<file path="src/rtl/icache_refill_ctrl_pkg.sv">
// Shared I-cache geometry, fetch-address layout and refill FSM state encoding
// for the I-cache refill controller.
package icache_refill_ctrl_pkg;

  localparam int ICACHE_NUM_WAYS      = 2;
  localparam int ICACHE_LINE_WORDS    = 8;
  localparam int ICACHE_NUM_WORD_BITS = $clog2(ICACHE_LINE_WORDS);
  localparam int ICACHE_NUM_SET_BITS  = 6;
  localparam int ICACHE_NUM_TAG_BITS  = 32 - ICACHE_NUM_SET_BITS - ICACHE_NUM_WORD_BITS - 2;

  typedef struct packed {
    logic [ICACHE_NUM_TAG_BITS-1:0]  tag;
    logic [ICACHE_NUM_SET_BITS-1:0]  set_idx;
    logic [ICACHE_NUM_WORD_BITS-1:0] word;
    logic [1:0]                      boff;
  } ifu_address_t;

  typedef enum logic [2:0] {
    ST_IDLE,
    ST_REQ,
    ST_FILL,
    ST_TAG,
    ST_RESUME
  } refill_state_e;

endpackage

</file>
<file path="src/rtl/icache_victim_rr.sv">
// Global round-robin victim way pointer; advances once per accepted miss.
module icache_victim_rr #(
  parameter int NUM_WAYS = 2
) (
  input  logic                        clk,
  input  logic                        rst,
  input  logic                        i_advance,
  output logic [$clog2(NUM_WAYS)-1:0] o_way
);

  localparam int WAY_BITS = $clog2(NUM_WAYS);

  logic [WAY_BITS-1:0] r_ptr;

  // NUM_WAYS is a power of two, so natural wrap gives the modulo.
  always_ff @(posedge clk) begin
    if (rst) begin
      r_ptr <= '0;
    end else if (i_advance) begin
      r_ptr <= r_ptr + WAY_BITS'(1);
    end
  end

  assign o_way = r_ptr;

endmodule

</file>
<file path="src/rtl/icache_refill_ctrl.sv">
// I-cache line refill controller: burst read, data-RAM fill, tag update, fetch restart.
// Optional ICACHE_CRITICAL_WORD_FIRST_EN starts the burst at the missing word.
//
// state     | meaning
// ST_IDLE   | waiting for a miss
// ST_REQ    | burst request held until memory accepts it
// ST_FILL   | writing returned beats into the victim way
// ST_TAG    | one cycle tag write / valid set (suppressed when dropped)
// ST_RESUME | one cycle fetch restart pulse
module icache_refill_ctrl
  import icache_refill_ctrl_pkg::*;
#(
  parameter int NUM_WAYS   = ICACHE_NUM_WAYS,
  parameter int LINE_WORDS = ICACHE_LINE_WORDS
) (
  input  logic                            clk,
  input  logic                            rst,
  input  logic                            miss_valid,
  input  logic [31:0]                     miss_addr,
  input  logic                            wb_icache_invalidate,
  output logic                            mem_rd_req,
  output logic [31:0]                     mem_rd_addr,
  input  logic                            mem_rd_ready,
  input  logic                            mem_rd_valid,
  input  logic [31:0]                     mem_rd_data,
  output logic [NUM_WAYS-1:0]             data_wr_en,
  output logic [ICACHE_NUM_SET_BITS-1:0]  data_wr_set,
  output logic [$clog2(LINE_WORDS)-1:0]   data_wr_word,
  output logic [31:0]                     data_wr_data,
  output logic [NUM_WAYS-1:0]             update_tag_en,
  output logic [ICACHE_NUM_SET_BITS-1:0]  update_tag_set,
  output logic [ICACHE_NUM_TAG_BITS-1:0]  update_tag,
  output logic                            resume_fetch,
  output logic                            busy
);

  localparam int WB       = $clog2(LINE_WORDS);
  localparam int WAY_BITS = $clog2(NUM_WAYS);

  refill_state_e r_state, w_state_nxt;

  logic [ICACHE_NUM_TAG_BITS-1:0] r_tag;
  logic [ICACHE_NUM_SET_BITS-1:0] r_set;
  logic [31:0]                    r_rd_addr;
  logic [WB-1:0]                  r_word;
  logic [WB-1:0]                  r_beats_left;
  logic [WAY_BITS-1:0]            r_way;
  logic                           r_drop;

  ifu_address_t        w_miss;
  logic [WAY_BITS-1:0] w_victim;
  logic [NUM_WAYS-1:0] w_way_oh;
  logic [WB-1:0]       w_start_word;
  logic [31:0]         w_start_addr;
  logic                w_accept;
  logic                w_beat;
  logic                w_inv_window;
  logic                w_unused;

  assign w_miss   = ifu_address_t'(miss_addr);
  assign w_unused = ^{w_miss.word, w_miss.boff};

`ifdef ICACHE_CRITICAL_WORD_FIRST_EN
  assign w_start_word = miss_addr[2 +: WB];
  assign w_start_addr = {miss_addr[31:2], 2'b00};
`else
  assign w_start_word = '0;
  assign w_start_addr = {miss_addr[31:WB+2], {(WB+2){1'b0}}};
`endif

  assign w_accept     = (r_state == ST_IDLE) && miss_valid;
  assign w_beat       = (r_state == ST_FILL) && mem_rd_valid;
  assign w_inv_window = (r_state == ST_REQ) || (r_state == ST_FILL) || (r_state == ST_TAG);
  assign w_way_oh     = NUM_WAYS'(1) << r_way;

  icache_victim_rr #(
    .NUM_WAYS (NUM_WAYS)
  ) u_victim_rr (
    .clk       (clk),
    .rst       (rst),
    .i_advance (w_accept),
    .o_way     (w_victim)
  );

  always_ff @(posedge clk) begin
    if (rst) begin
      r_state      <= ST_IDLE;
      r_tag        <= '0;
      r_set        <= '0;
      r_rd_addr    <= '0;
      r_word       <= '0;
      r_beats_left <= '0;
      r_way        <= '0;
      r_drop       <= 1'b0;
    end else begin
      r_state <= w_state_nxt;
      if (w_accept) begin
        r_tag        <= w_miss.tag;
        r_set        <= w_miss.set_idx;
        r_rd_addr    <= w_start_addr;
        r_word       <= w_start_word;
        r_beats_left <= WB'(LINE_WORDS - 1);
        r_way        <= w_victim;
        r_drop       <= wb_icache_invalidate;
      end else begin
        if (wb_icache_invalidate && w_inv_window) begin
          r_drop <= 1'b1;
        end
        if (w_beat) begin
          r_word       <= r_word + WB'(1);
          r_beats_left <= r_beats_left - WB'(1);
        end
      end
    end
  end

  always_comb begin
    w_state_nxt    = r_state;
    mem_rd_req     = 1'b0;
    mem_rd_addr    = '0;
    data_wr_en     = '0;
    data_wr_set    = '0;
    data_wr_word   = '0;
    data_wr_data   = '0;
    update_tag_en  = '0;
    update_tag_set = '0;
    update_tag     = '0;
    resume_fetch   = 1'b0;
    busy           = (r_state != ST_IDLE);
    case (r_state)
      ST_IDLE: begin
        if (miss_valid) w_state_nxt = ST_REQ;
      end
      ST_REQ: begin
        mem_rd_req  = 1'b1;
        mem_rd_addr = r_rd_addr;
        if (mem_rd_ready) w_state_nxt = ST_FILL;
      end
      ST_FILL: begin
        if (mem_rd_valid) begin
          data_wr_en   = w_way_oh;
          data_wr_set  = r_set;
          data_wr_word = r_word;
          data_wr_data = mem_rd_data;
          if (r_beats_left == '0) w_state_nxt = ST_TAG;
        end
      end
      ST_TAG: begin
        // An invalidate landing in this very cycle must also suppress the tag write.
        if (!(r_drop || wb_icache_invalidate)) update_tag_en = w_way_oh;
        update_tag_set = r_set;
        update_tag     = r_tag;
        w_state_nxt    = ST_RESUME;
      end
      ST_RESUME: begin
        resume_fetch = 1'b1;
        w_state_nxt  = ST_IDLE;
      end
      default: w_state_nxt = ST_IDLE;
    endcase
  end

endmodule

</file>
<file path="config.mk">
export PLATFORM = sky130hd
export DESIGN_NAME = icache_refill_ctrl
export DESIGN_NICKNAME = d
export VERILOG_FILES = /design/src/rtl/icache_refill_ctrl_pkg.sv /design/src/rtl/icache_victim_rr.sv /design/src/rtl/icache_refill_ctrl.sv
export SDC_FILE = /design/constraint.sdc
export NUM_CORES = 1
export LEC_CHECK = 0
export ABC_CLOCK_PERIOD_IN_PS = 3000
export CAP_MARGIN = 30
export CORE_UTILIZATION = 36
export DETAILED_ROUTE_END_ITERATION = 7
export GPL_TIMING_DRIVEN = 0
export PLACE_DENSITY = 0.86
export SLEW_MARGIN = 30
export SYNTH_ARGS = -nofsm -noshare
export SYNTH_HDL_FRONTEND = slang
export SYNTH_SLANG_ARGS = --single-unit
export TNS_END_PERCENT = 1
</file>
<file path="constraint.sdc">
create_clock -name clk -period 3 [get_ports clk]
set_input_delay 0.45 -clock clk [delete_from_list [all_inputs] [get_ports clk]]
set_output_delay 0.45 -clock clk [all_outputs]
set_load 0.05 [all_outputs]
</file>
Word level (Yosys, flattened, before mapping)
Index checks and enable logic that the tools add are counted.
- output and inout bits: 107
- register bits after elaboration: 66
- logic and storage cells: 58
- add/sub/neg operators: 3
- muxes and demuxes: 24
- reduce and logical (&&, ||, !) cells: 13
- shift-type cells: 1
- equality and inequality tests: 8
- operators with widths (kind ; count):
    32-bit two-way mux ; 3
    3-bit two-way mux ; 8
    21-bit two-way mux ; 1
    6-bit two-way mux ; 3
    3-bit one-hot mux with 4 select lines ; 1
    2-bit two-way mux ; 4
    3-bit by 2-bit equality test with 1-bit output, second input constant ; 2
    3-bit logical NOT ; 2
    2-bit != test, second input constant ; 3
    1-bit two-way mux ; 4
    4-bit AND reduction ; 1
    2-bit nonzero test ; 2
    3-bit by 1-bit adder with 3-bit output, second input constant ; 1
    3-bit by 1-bit equality test with 1-bit output, second input constant ; 1
    3-bit equality test, second input constant ; 1
    1-bit logical AND ; 3
    1-bit logical OR ; 3
    3-bit nonzero test ; 1
    3-bit by 1-bit subtractor with 3-bit output, second input constant ; 1
    2-bit by 1-bit != test with 1-bit output, second input constant ; 1
    2-bit OR reduction ; 1
    1-bit by 1-bit << shifter with 2-bit output, first input constant ; 1
    1-bit adder, second input constant ; 1

Depth between registers and ports, before layout
- depth after elaboration: 6
- depth in mapped cells: 6
- mapped depth without buffers: 5

Cells and area by module
From an unflattened synthesis, not the netlist that was laid out.
- cell total of the unflattened synthesis: 296
- area total of the unflattened synthesis: 2418.6 µm²
- by module, submodules not included (module ; cells an instance ; area each (µm²) ; instances):
    icache_refill_ctrl ; 293 ; 2386.0 ; 1
    icache_victim_rr ; 3 ; 32.5 ; 1

Worst setup path before layout
Ideal clock, no wire load.
- path kind: register -> output
- from: register r_state[0]
- to: output mem_rd_addr[20]
- slack: 0.780 ns
- cell stages (with the launch flop): 5
- data arrival time: 1.770 ns
- buffers on the path: 2
- data required time: 2.550 ns
- cell sequence: dfxtp_1 -> buf_4 -> nor3b_1 -> clkbuf_1 -> and2_1
- longest elaborated chain between the ends: 2
- ends and longest elaborated chain (item ; RTL line ; text):
    start, declared ; icache_refill_ctrl.sv:40 ; refill_state_e r_state, w_state_nxt;
    start signal, assigned ; icache_refill_ctrl.sv:96 ; r_state <= w_state_nxt;
    3-bit by 1-bit equality test with 1-bit output ; icache_refill_ctrl.sv:130 ; case (r_state)
    32-bit two-way mux ; icache_refill_ctrl.sv:130 ;
    end, declared ; icache_refill_ctrl.sv:22 ; output logic [31:0] mem_rd_addr,
Every way passes these cells.

Worst setup path in the final report
- from: register r_state[1]
- to: output update_tag_en[1]
- longest elaborated chain between the ends: 2
- ends and longest elaborated chain (item ; RTL line ; text):
    3-bit by 2-bit equality test with 1-bit output ; icache_refill_ctrl.sv:130 ;
    2-bit two-way mux ; icache_refill_ctrl.sv:130 ;
    end, declared ; icache_refill_ctrl.sv:30 ; output logic [NUM_WAYS-1:0] update_tag_en,
Every way passes these cells.

==> results.txt <==
The overall overflow remaining after global route is 0. Summed over all instances, the cell type with the most area after synthesis is sky130_fd_sc_hd__dfxtp_1. The maximum buffer depth of the clock tree came out at 2. In the routed design, unresolved DRC markers number 0. The post-placement worst setup slack came out at -0.0126 ns.

The commonest cells after synthesis are sky130_fd_sc_hd__and2_1, sky130_fd_sc_hd__nand2_1, sky130_fd_sc_hd__dfxtp_1. Timing would allow up to 345 MHz. The number of distinct standard cells referenced by the synthesized netlist came out at 27.

The number of synthesis warnings came out at 0. The routed length per placed instance came out at 13.7 um. The largest voltage drop on the vdd net came out at 0.000211 V. The post-synth design cell area came out at 2270 um^2. The number of antenna violations at the first check in global routing came out at 0. The tool flagged a number of max-cap violations equal to 0. The routability congestion estimate from global placement is about 0.76. The post-route setup TNS came out at 0 ns. After the last flow step, the layout net total stands at 546. The post-synthesis sequential area ratio is 34.4%. The critical-path maximum fanout came out at 10.

The die is 81.4 um tall. The number of instances in the synthesized netlist came out at 296. In this run the horizontal extent of the chip is 81.4 um. The fraction of power consumed by combinational cells came out at 29.5%. Final hold analysis gives a worst-case slack of around 0.46 ns. The part of the power in registers is between 40% and 50%.

The class of the most critical hold timing path is reg -> reg. The via count of the first global-routing pass is 2,310. The number of rows in the core area came out at 28. The clock network power share came out at 28.2%. The initial utilization of the core area, before any placement, comes to 37.8%.

The total wirelength of the detailed-routed design came out at 7510 um. The internal portion of the total power is 0.946 mW. The number of setup violations in the final report is 0. After synthesis the netlist holds a flip-flop and latch count of 39. The period utilization is 96.5%. The initial DRC count came out at 83. Setup repair after global routing left no endpoint under its margin. The layout has 517 filler cells. The relative max-transition margin is 64.4%.

Counting flops with a built-in enable in the synthesized netlist gives 0. The first-pass iteration count of the detailed router is 4. After floorplanning, the core was sized to cover 5990 um^2. The number of buffers added by the clock tree synthesis step came out at 5. In this run the power spent charging and discharging nets is roughly 0.42 mW. The number of failing hold endpoints at the final stage came out at 0.

STA classifies the critical path startpoint as a flop. The time the final worst path needs with I/O delays and setup came out at 2.89 ns. The total routing usage reported by global routing is a little over a fifth. The most used flip-flop cell after synthesis is sky130_fd_sc_hd__dfxtp_1. The total die area came out at 6620 um^2.

The proportion of register bits with asynchronous set or reset after synthesis is 0%. The latest clock arrival within the worst-skew pair came out at between 0.2 and 0.3 ns. For the pin with the worst max-slew slack, the measured transition is 0.533 ns.

The fraction of synthesized cell area taken by the top area cell type came out at 34.4%. The number of routed nets with antenna violations came out at 0. Net switching is 31.0% of the power.

Entering global routing, the biggest net connects 12 pins. STA puts the critical path data required time at 2.55 ns. The average cell area after synthesis is around 7.7 um^2. For this design the ratio of total power to cell area is 333 nW/um^2. In the final layout, flip-flops and latches occupy 781 um^2.

The detail-routed via count per cell is 4.58. The post-route netlist has under 10% of its cells at a drive strength greater than 1. The vias after detailed routing is 2,515.

The endpoint kind of the worst setup timing path is an output pin. The data arrival time of the worst path is between 2 and 2.5 ns. The layout overhead on the synthesized area is 81.8%.

The footprint of the multi-input gates came out at 1300 um^2. The count of inserted antenna diode cells is 0. Clock-pin slew was measured on the worst setup and hold paths at 0.07 ns. The flow ran to the end, and the final reports show no timing, DRC or antenna violations. The max-slew violation count came out at 0. The path type of the worst setup path is reg -> out. Counting every sink on the clock net gives 39. The CTS tree is yes. The worst-case clock skew is 0.00115 ns. The cts-stage hold buffer count came out at 0.

The worst path meets setup with about 0.11 ns of slack. Summed over all nets, the half-perimeter wirelength after detailed placement is 5850 um. By area the synthesized netlist is led by sky130_fd_sc_hd__dfxtp_1, sky130_fd_sc_hd__and2_1, sky130_fd_sc_hd__nand2_1. The analysis attributes to cell leakage a power of 2.04 nW.

Clock tree synthesis selected as its root buffer the cell sky130_fd_sc_hd__clkbuf_8. The top-level port count is 177. The number of H-tree branching levels is 2.

The wire length of the first global-routing pass is 10,900 um. Buffers placed on the I/O ports in this run total 166. sky130_fd_sc_hd__and2_1 is the most common cell in the netlist.
[layout make-up]
type / instances / share of cell area (%)
timing repair buffer: 166 / 39.9
multi-input combinational: 226 / 31.5
sequential: 39 / 18.9
buffer: 30 / 4.55
clock buffer: 8 / 2.43
tap: 75 / 2.28
inverter: 5 / 0.455
[flip-flops by register name (all words and copies together) (netlist names)]
signal             flops
r_set                  5
r_rd_addr              1
r_word                 3
r_tag                 21
r_way                  1
u_victim_rr.o_way      1
r_beats_left           3
r_drop                 1
r_state                3
[cell usage in the layout, fill, tap and decap left out, types with 3 or more instances in the layout]
cell                              count
sky130_fd_sc_hd__buf_2                8
sky130_fd_sc_hd__conb_1               5
sky130_fd_sc_hd__a21oi_2              3
sky130_fd_sc_hd__nor2_1               4
sky130_fd_sc_hd__dfxtp_1             39
sky130_fd_sc_hd__nor3_1               6
sky130_fd_sc_hd__ha_1                 3
sky130_fd_sc_hd__clkdlybuf4s50_1    116
sky130_fd_sc_hd__buf_6                5
sky130_fd_sc_hd__xnor2_1              3
sky130_fd_sc_hd__a21oi_1             30
sky130_fd_sc_hd__buf_4                7
sky130_fd_sc_hd__clkbuf_8             7
sky130_fd_sc_hd__nor2b_1              3
sky130_fd_sc_hd__inv_1                5
sky130_fd_sc_hd__dlygate4sd2_1       38
sky130_fd_sc_hd__and2_1              96
sky130_fd_sc_hd__clkbuf_1            10
sky130_fd_sc_hd__nand2_1             58
sky130_fd_sc_hd__dlymetal6s2s_1      12
[critical path: stages (launching register included)]
cell                              delay (ns)
sky130_fd_sc_hd__dfxtp_1                0.31
sky130_fd_sc_hd__buf_2                  0.21
sky130_fd_sc_hd__and3b_1                0.23
sky130_fd_sc_hd__clkbuf_1               0.38
sky130_fd_sc_hd__and3_1                 0.23
sky130_fd_sc_hd__clkdlybuf4s50_1        0.80
[timing repair]
action                                  CTS  global route
buffers inserted                          0             0
endpoints found under the setup margin   38            12
gates resized for setup                  39            12
[kinds of logic (layout without fill, tap and decap cells)]
logic type               Yosys count  count (layout)  synth area share [%]
XOR/XNOR                           3               3                  1.16
adder cells (fa/ha/maj)            3               3                  1.66
AO/OA/AOI/OAI                     34              34                  8.17
multiplexers                       5               5                  2.37
other                              1               5                 0.165
AND/OR/NAND/NOR                  176             176                  43.0
buffers and inverters             35             209                  9.05
flip-flops                        39              39                  34.4
[per-layer routing]
metal  global-route usage [%]  vias to the layer above  wire, um  share of wire [%]
met5                        0                        -         0                  0
met4                     5.36                        0        89                1.2
met3                     4.16                       10       471                6.3
met2                     38.6                       82      3840                 51
met1                     26.1                     1155      3100                 41
li1                         -                     1268         -                  -
[power by group through the flow]
stage	Sequential [mW]	Combinational, mW	Clock (mW)
global route	0.585	0.433	0.419
CTS	0.580	0.407	0.396
detailed placement	0.592	0.410	0
global placement	0.590	0.402	0
floorplan	0.583	0.247	0
finish	0.580	0.404	0.386
[through the flow]
stage	area (um^2)	util, %	instances	power, mW
floorplan	2280	-	300	0.829
global placement	4040	67.4	541	0.992
detailed placement	4040	67.4	541	1.00
CTS	4090	68.3	549	1.38
global route	4120	68.8	549	1.44
finish	4120	68.8	549	1.37
[final timing paths]
check | start | endpoint | slack, ns | depth (start not counted)
setup / recovery | r_state[1] | update_tag_en[1] | 0.11 | 5
hold / removal | r_tag[10] | r_tag[10] | 0.46 | 2
setup reg to reg | r_state[0] | r_set[3] | 1.41 | 5
hold reg to reg | r_tag[10] | r_tag[10] | 0.46 | 2
(Power assumes the default switching activity.)
